--- src/rtl/link_delay_arbiter_if.sv ---
`default_nettype none
// ============================================================================
// Module   : link_delay_arbiter_if
// Purpose  : Requester-side bundle for link_delay_arbiter: per-requester
//            request/flit inputs plus the delivery, busy and grant outputs.
// Revision : 1.0 - initial release
// ============================================================================
interface link_delay_arbiter_if #(
   parameter int NUM_REQ = 4,
   parameter int DATA_W  = 16
);
   localparam int ID_W = $clog2(NUM_REQ);

   logic [NUM_REQ-1:0]        req;
   logic [NUM_REQ*DATA_W-1:0] data_in;
   logic [NUM_REQ-1:0]        ack;
   logic [DATA_W-1:0]         data_out;
   logic                      out_valid;
   logic                      busy;
   logic [ID_W-1:0]           grant_id;

   // Requesters / link model side
   modport master (
      output req, data_in,
      input  ack, data_out, out_valid, busy, grant_id
   );

   // Arbiter side
   modport slave (
      input  req, data_in,
      output ack, data_out, out_valid, busy, grant_id
   );
endinterface
`default_nettype wire

--- src/rtl/link_delay_arbiter.sv ---
`default_nettype none
// ============================================================================
// Module   : link_delay_arbiter
// Purpose  : Round-robin arbitration of NUM_REQ requesters onto one emulated
//            fixed-latency link. One flit in flight at a time; the flit is
//            delivered DELAY cycles after its grant together with an ack pulse.
// Revision : 1.0 - initial release
// ============================================================================
module link_delay_arbiter #(
   parameter int NUM_REQ = 4,
   parameter int DATA_W  = 16,
   parameter int DELAY   = 36,
   parameter int CNT_W   = 6
) (
   input  wire logic           clk,
   input  wire logic           reset,
   link_delay_arbiter_if.slave bus
);
   localparam int ID_W = $clog2(NUM_REQ);

   typedef enum logic [1:0] {
      S_IDLE = 2'd0,
      S_HOLD = 2'd1,
      S_DONE = 2'd2
   } state_t;

   state_t              state_q, state_d;
   logic [CNT_W-1:0]    cnt_q, cnt_d;
   logic [ID_W-1:0]     rr_ptr_q, rr_ptr_d;
   logic [ID_W-1:0]     grant_q, grant_d;
   logic [DATA_W-1:0]   flit_q, flit_d;
   logic [DATA_W-1:0]   data_out_q, data_out_d;
   logic [NUM_REQ-1:0]  ack_q, ack_d;
   logic                out_valid_q, out_valid_d;
   logic                busy_q, busy_d;

   logic [NUM_REQ-1:0]  hi_mask;
   logic [NUM_REQ-1:0]  req_hi;
   logic [NUM_REQ-1:0]  req_src;
   logic [ID_W-1:0]     pick_idx;
   logic [DATA_W-1:0]   pick_data;
   logic [NUM_REQ-1:0]  grant_onehot;

   // Round-robin pick: prefer requests at or above rr_ptr, else wrap to the
   // lowest set request; this is the upward search with wrap-around.
   always_comb begin
      hi_mask   = '0;
      pick_idx  = '0;
      pick_data = '0;
      for (int i = 0; i < NUM_REQ; i++) begin
         hi_mask[i] = (ID_W'(i) >= rr_ptr_q);
      end
      req_hi  = bus.req & hi_mask;
      req_src = (req_hi != '0) ? req_hi : bus.req;
      for (int i = NUM_REQ - 1; i >= 0; i--) begin
         if (req_src[i]) begin
            pick_idx = ID_W'(i);
         end
      end
      for (int i = 0; i < NUM_REQ; i++) begin
         if (pick_idx == ID_W'(i)) begin
            pick_data = bus.data_in[i*DATA_W +: DATA_W];
         end
      end
   end

   // Decode the latched grant into the one-hot ack pattern.
   always_comb begin
      grant_onehot = '0;
      for (int i = 0; i < NUM_REQ; i++) begin
         grant_onehot[i] = (grant_q == ID_W'(i));
      end
   end

   // Next-state and registered-output logic for the grant/hold/deliver cycle.
   always_comb begin
      state_d     = state_q;
      cnt_d       = cnt_q;
      rr_ptr_d    = rr_ptr_q;
      grant_d     = grant_q;
      flit_d      = flit_q;
      data_out_d  = data_out_q;
      ack_d       = ack_q;
      out_valid_d = out_valid_q;
      busy_d      = busy_q;
      case (state_q)
         S_IDLE: begin
            if (bus.req != '0) begin
               grant_d  = pick_idx;
               flit_d   = pick_data;
               busy_d   = 1'b1;
               cnt_d    = CNT_W'(1);
               rr_ptr_d = (pick_idx == ID_W'(NUM_REQ - 1)) ? '0 : pick_idx + ID_W'(1);
               state_d  = S_HOLD;
            end
         end
         S_HOLD: begin
            // cnt holds the number of edges since the grant; delivery lands
            // exactly DELAY edges after it, so cnt never passes DELAY.
            if (cnt_q == CNT_W'(DELAY)) begin
               data_out_d  = flit_q;
               out_valid_d = 1'b1;
               ack_d       = grant_onehot;
               state_d     = S_DONE;
            end else begin
               cnt_d = cnt_q + CNT_W'(1);
            end
         end
         S_DONE: begin
            out_valid_d = 1'b0;
            ack_d       = '0;
            busy_d      = 1'b0;
            state_d     = S_IDLE;
         end
         default: begin
            state_d = S_IDLE;
         end
      endcase
   end

   // State and output registers; reset drops any flit in flight.
   always_ff @(posedge clk or posedge reset) begin
      if (reset) begin
         state_q     <= S_IDLE;
         cnt_q       <= '0;
         rr_ptr_q    <= '0;
         grant_q     <= '0;
         flit_q      <= '0;
         data_out_q  <= '0;
         ack_q       <= '0;
         out_valid_q <= 1'b0;
         busy_q      <= 1'b0;
      end else begin
         state_q     <= state_d;
         cnt_q       <= cnt_d;
         rr_ptr_q    <= rr_ptr_d;
         grant_q     <= grant_d;
         flit_q      <= flit_d;
         data_out_q  <= data_out_d;
         ack_q       <= ack_d;
         out_valid_q <= out_valid_d;
         busy_q      <= busy_d;
      end
   end

   assign bus.ack       = ack_q;
   assign bus.data_out  = data_out_q;
   assign bus.out_valid = out_valid_q;
   assign bus.busy      = busy_q;
   assign bus.grant_id  = grant_q;
endmodule
`default_nettype wire

--- src/flat_wrapper.sv ---
// flat-port wrapper written by rule: the top's interface ports become plain ports
module link_delay_arbiter_flat 
#(
   parameter int NUM_REQ = 4,
   parameter int DATA_W  = 16,
   parameter int DELAY   = 36,
   parameter int CNT_W   = 6
)
  (clk, reset, bus_req, bus_data_in, bus_ack, bus_data_out, bus_out_valid, bus_busy, bus_grant_id);
  link_delay_arbiter_if #(.NUM_REQ(NUM_REQ), .DATA_W(DATA_W)) bus_i ();
  input  wire logic clk;
  input  wire logic reset;
  input wire logic [$bits(bus_i.req)-1:0] bus_req;
  input wire logic [$bits(bus_i.data_in)-1:0] bus_data_in;
  output wire logic [$bits(bus_i.ack)-1:0] bus_ack;
  output wire logic [$bits(bus_i.data_out)-1:0] bus_data_out;
  output wire logic [$bits(bus_i.out_valid)-1:0] bus_out_valid;
  output wire logic [$bits(bus_i.busy)-1:0] bus_busy;
  output wire logic [$bits(bus_i.grant_id)-1:0] bus_grant_id;
  assign bus_i.req = bus_req;
  assign bus_i.data_in = bus_data_in;
  assign bus_ack = bus_i.ack;
  assign bus_data_out = bus_i.data_out;
  assign bus_out_valid = bus_i.out_valid;
  assign bus_busy = bus_i.busy;
  assign bus_grant_id = bus_i.grant_id;
  link_delay_arbiter #(.NUM_REQ(NUM_REQ), .DATA_W(DATA_W), .DELAY(DELAY), .CNT_W(CNT_W)) u_core (.clk(clk), .reset(reset), .bus(bus_i));
endmodule
--- config.mk ---
export PLATFORM = sky130hd
export DESIGN_NAME = link_delay_arbiter_flat
export DESIGN_NICKNAME = d
export VERILOG_FILES = /design/src/rtl/link_delay_arbiter_if.sv /design/src/rtl/link_delay_arbiter.sv /design/src/flat_wrapper.sv
export SDC_FILE = /design/constraint.sdc
export NUM_CORES = 1
export LEC_CHECK = 0
export BUFFER_PORTS_ARGS = -buffer_cell sky130_fd_sc_hd__buf_2
export CAP_MARGIN = 10
export CORE_MARGIN = 4
export CORE_UTILIZATION = 35
export CTS_BUF_LIST = sky130_fd_sc_hd__clkbuf_16
export DETAILED_ROUTE_END_ITERATION = 8
export GPL_TIMING_DRIVEN = 0
export SYNTH_ARGS = -nofsm -noshare
export SYNTH_HDL_FRONTEND = slang
export SYNTH_SLANG_ARGS = --single-unit
--- constraint.sdc ---
create_clock -name clk -period 2.6 [get_ports clk]
set_clock_uncertainty 0.2 [all_clocks]
set_input_delay 0.26 -clock clk [delete_from_list [all_inputs] [get_ports clk]]
set_output_delay 0.26 -clock clk [all_outputs]
set_load 0.02 [all_outputs]
==> results.md <==
- **hold violation total from the final report** 0
- **vias in the first global route** 2,363
- **worst relative slew slack** 69.0%
- **synth unique cells** 37
- **Compound-Gate Fraction of Synth Area** 21.7%
- **CP Data Required Time** 2.62 ns
- **warning count from the yosys run** 0
- **total half-perimeter wirelength after legalization and detailed placement** 5450 um
- **number of nets in the layout** 469
- **mean post-synth cell area** 9.15 sq um
- **ratio of cells with drive above 1 in the final layout** 34.0%
- **post-detailed-route via-to-cell ratio** 4.80
- **syn_nets** 364
- **launch instance of the worst register-to-register path** u_core.rr_ptr_q[0]
- **number of antenna repair diodes** 0
- **global routing usage on met2** 24.4%
- **Initial Utilization** 36.1%
- **RD Place Congestion** 0.751
- **CP Max Fanout** 10
- **classification of the worst setup path** reg2reg
- **met3 track utilization from global routing** 3.35%
- **Synth Area in Adders** 2.85%
- **cells after synthesis** 288
- **dominant combinational cell family by area after synthesis** compound AO/OA/AOI/OAI gates
- **Most Crowded Layer GR** met2
- **via count** 2,366
- **max-cap violations** 0
- **element type at the critical path end** flop
- **initial antenna violation count** 0
- **wire length of the first global-routing pass** 11,200 um
- **hold_ws** 0.0371 ns
- **number of buffers between clock root and the deepest sink** 2
- **worst skew pair latency** 0.29 ns
- **Initial DRT Pass Iterations** 4
- **Initial DRC Count** 112
- **global router's overall resource usage** 15.9%
- **GR met1 Demand/Resource** 22.6%
- **commonest non-fill, non-tap cells in the layout** sky130_fd_sc_hd__buf_2 (95), sky130_fd_sc_hd__nand2_1 (57), sky130_fd_sc_hd__dfrtp_1 (49)
- **cell area power density** 1060 mW/mm^2
- **final WL** 6930 um
- **area overhead of the layout relative to synthesis** 31.0%
- **clock buffer count from CTS** 5
- **total number of H-tree levels** 2
- **final slew viol count** 0
- **maximum clock frequency** 405 MHz
- **Post-Synthesis Cell Area** 0.00263 sq mm
- **start point of the worst min-delay path** bus_data_in[62]
- **standby leakage power** 1.84 nW
- **cell count of the worst reg-to-reg path** 10
- **post-synthesis mux area share** 0.428%
- **CTS Sinks** 50
- **Die W** 94.7 um
- **arrival time of data at the critical path endpoint** 2.48 ns
- **worst voltage drop across the vdd grid** 0.340 mV
- **classification of the worst-slack hold path** in2reg
- **Seq/Total Area, Yosys** 47.5%
- **worst hold path depth** 3
- **detailed-route DRC error count** 0
- **final critical-path share of the clock period** 94.9%
- **final critical path time including I/O delays and setup** 2.47 ns
- **worst-margin pin slew** 0.465 ns
- **ports placed on the boundary** 94
- **antenna violation net count after detailed routing** 0
- **Crit Reg-Reg Endpoint** u_core.flit_q[15]
- **async set-reset flop share out of synthesis** 100%
- **main flop type after synthesis** sky130_fd_sc_hd__dfrtp_1
- **setup-violating endpoint count in the final report** 0
- **clock-pin slew on the worst setup and hold paths** 0.07 ns
- **cell row count** 31
- **most frequent standard cell in the layout excluding fill and tap cells** sky130_fd_sc_hd__buf_2
- **Core Footprint** 0.00729 sq mm
- **number of enable-type register cells in the synthesized netlist** 0
- **CP Launch Type** flop
- **floorplan die height** 94.7 um
- **clock root buffer** sky130_fd_sc_hd__clkbuf_16
- **global route total overflow** 0
- **Total Neg Setup Slack** 0 ns
- **maximum number of pins on one net before global-route repair** 31
- **register-to-register setup slack** 0.13 ns
- **average detailed-routed wire length per instance** 14.0 um
- **Worst Hold Path EP** u_core.flit_q[14]
- **count of input and output buffers** 93
- **flops & latches, synth** 50
- **TritonCTS clock tree** done
- **simple-gate area share of the yosys netlist** 18.2%
- **die area** 0.00898 sq mm
- **synthesized-area fraction occupied by xor and xnor cells** 0.998%
- **run status** finished clean
[final cells by class]
class                   instances  area [sq um]
plain buffers                  18           118
clock buffers                   5           125
clock inverters                 3          16.3
fillers                       773          3840
inverters                      28           105
multi-input cells             192          1190
flip-flops and latches         50          1250
well taps                      99           124
repair buffers                 98           518
[metrics by stage]
step | power [W] | area, sq um | setup WS (ns) | util (%) | cells
floorplan | 0.00248 | 2630 | 0.207 | - | 288
global placement | 0.00293 | 3220 | -0.111 | 44.2 | 480
detailed placement | 0.00297 | 3240 | -0.143 | 44.5 | 481
CTS | 0.00362 | 3410 | 0.0335 | 46.7 | 490
global route | 0.00396 | 3450 | -0.00188 | 47.3 | 493
finish | 0.00366 | 3450 | 0.133 | 47.3 | 493
[repair_timing]
| action | CTS | global route |
|---|---|---|
| hold buffers | 1 | 0 |
| endpoints found under the hold margin | 20 | 0 |
| setup endpoints to repair | 15 | 14 |
| setup buffers | 0 | 3 |
| pin swaps | 0 | 1 |
| resized for setup | 2 | 8 |
[state kept, by name, summed over array words and instances, names as in the netlist]
| signal | cells |
|---|---|
| u_core.bus.ack | 4 |
| u_core.bus.grant_id | 2 |
| u_core.bus.busy | 1 |
| u_core.bus.data_out | 16 |
| u_core.cnt_q | 6 |
| u_core.rr_ptr_q | 2 |
| u_core.state_q | 2 |
| u_core.flit_q | 16 |
| u_core.bus.out_valid | 1 |
[logic make-up (layout without fill, tap and decap cells)]
group           after synthesis  count (layout)
compound gates               83              83
buf+inv                      46             152
flops                        50              50
simple gates                 99              99
fa+ha+maj                     6               6
mux                           1               1
xor+xnor                      3               3
[synthesized netlist by cell type (3+ instances only)]
library cell               number  area share (%)
sky130_fd_sc_hd__a211o_1       15             5.0
sky130_fd_sc_hd__a21oi_1       38             7.2
sky130_fd_sc_hd__a221oi_1      16             5.3
sky130_fd_sc_hd__a32o_1         3             1.1
sky130_fd_sc_hd__buf_4          6             1.7
sky130_fd_sc_hd__buf_6          3             1.3
sky130_fd_sc_hd__clkbuf_1       7             1.0
sky130_fd_sc_hd__dfrtp_1       50              48
sky130_fd_sc_hd__ha_1           6             2.9
sky130_fd_sc_hd__inv_1         27             3.8
sky130_fd_sc_hd__nand2_1       57             8.1
sky130_fd_sc_hd__nand4_1        3            0.71
sky130_fd_sc_hd__nor2_1        23             3.3
sky130_fd_sc_hd__nor3_1         3            0.57
sky130_fd_sc_hd__xor2_1         3             1.0
[routing by layer]
metal / routed length, um / vias to the layer above
li1: - / 1200
met1: 3330 / 1101
met2: 3170 / 63
met3: 385 / 2
met4: 39 / 0
met5: 0 / -
[worst max-delay path by stage]
stage	startpoint	end	slack, ns
2_1_floorplan	u_core.rr_ptr_q[0]	u_core.flit_q[12]	0.21
3_3_place_gp	bus_req[2]	u_core.flit_q[0]	-0.11
3_5_place_dp	bus_req[2]	u_core.flit_q[13]	-0.14
4_1_cts	u_core.rr_ptr_q[0]	u_core.flit_q[2]	0.03
5_1_grt	u_core.rr_ptr_q[0]	u_core.flit_q[13]	-0.002
6_report	u_core.rr_ptr_q[0]	u_core.flit_q[15]	0.13
[critical path, stage by stage (launching register included)]
cell and delay, ns:
sky130_fd_sc_hd__dfrtp_1 0.41, sky130_fd_sc_hd__o221a_2 0.32, sky130_fd_sc_hd__o22ai_4 0.14, sky130_fd_sc_hd__inv_1 0.09
sky130_fd_sc_hd__ha_1 0.20, sky130_fd_sc_hd__buf_4 0.17, sky130_fd_sc_hd__nor2b_4 0.18, sky130_fd_sc_hd__buf_6 0.16
sky130_fd_sc_hd__a221oi_1 0.09, sky130_fd_sc_hd__a211o_1 0.31, sky130_fd_sc_hd__a21oi_1 0.13
[report_power, final]
part | internal (W) | leakage (nW) | switching [W]
combinational | 0.000765 | 1.15 | 0.000993
sequential | 0.00108 | 0.620 | 0.000195
clock | 0.000352 | 0.0689 | 0.000275
Power figures use the tool's default switching activity.
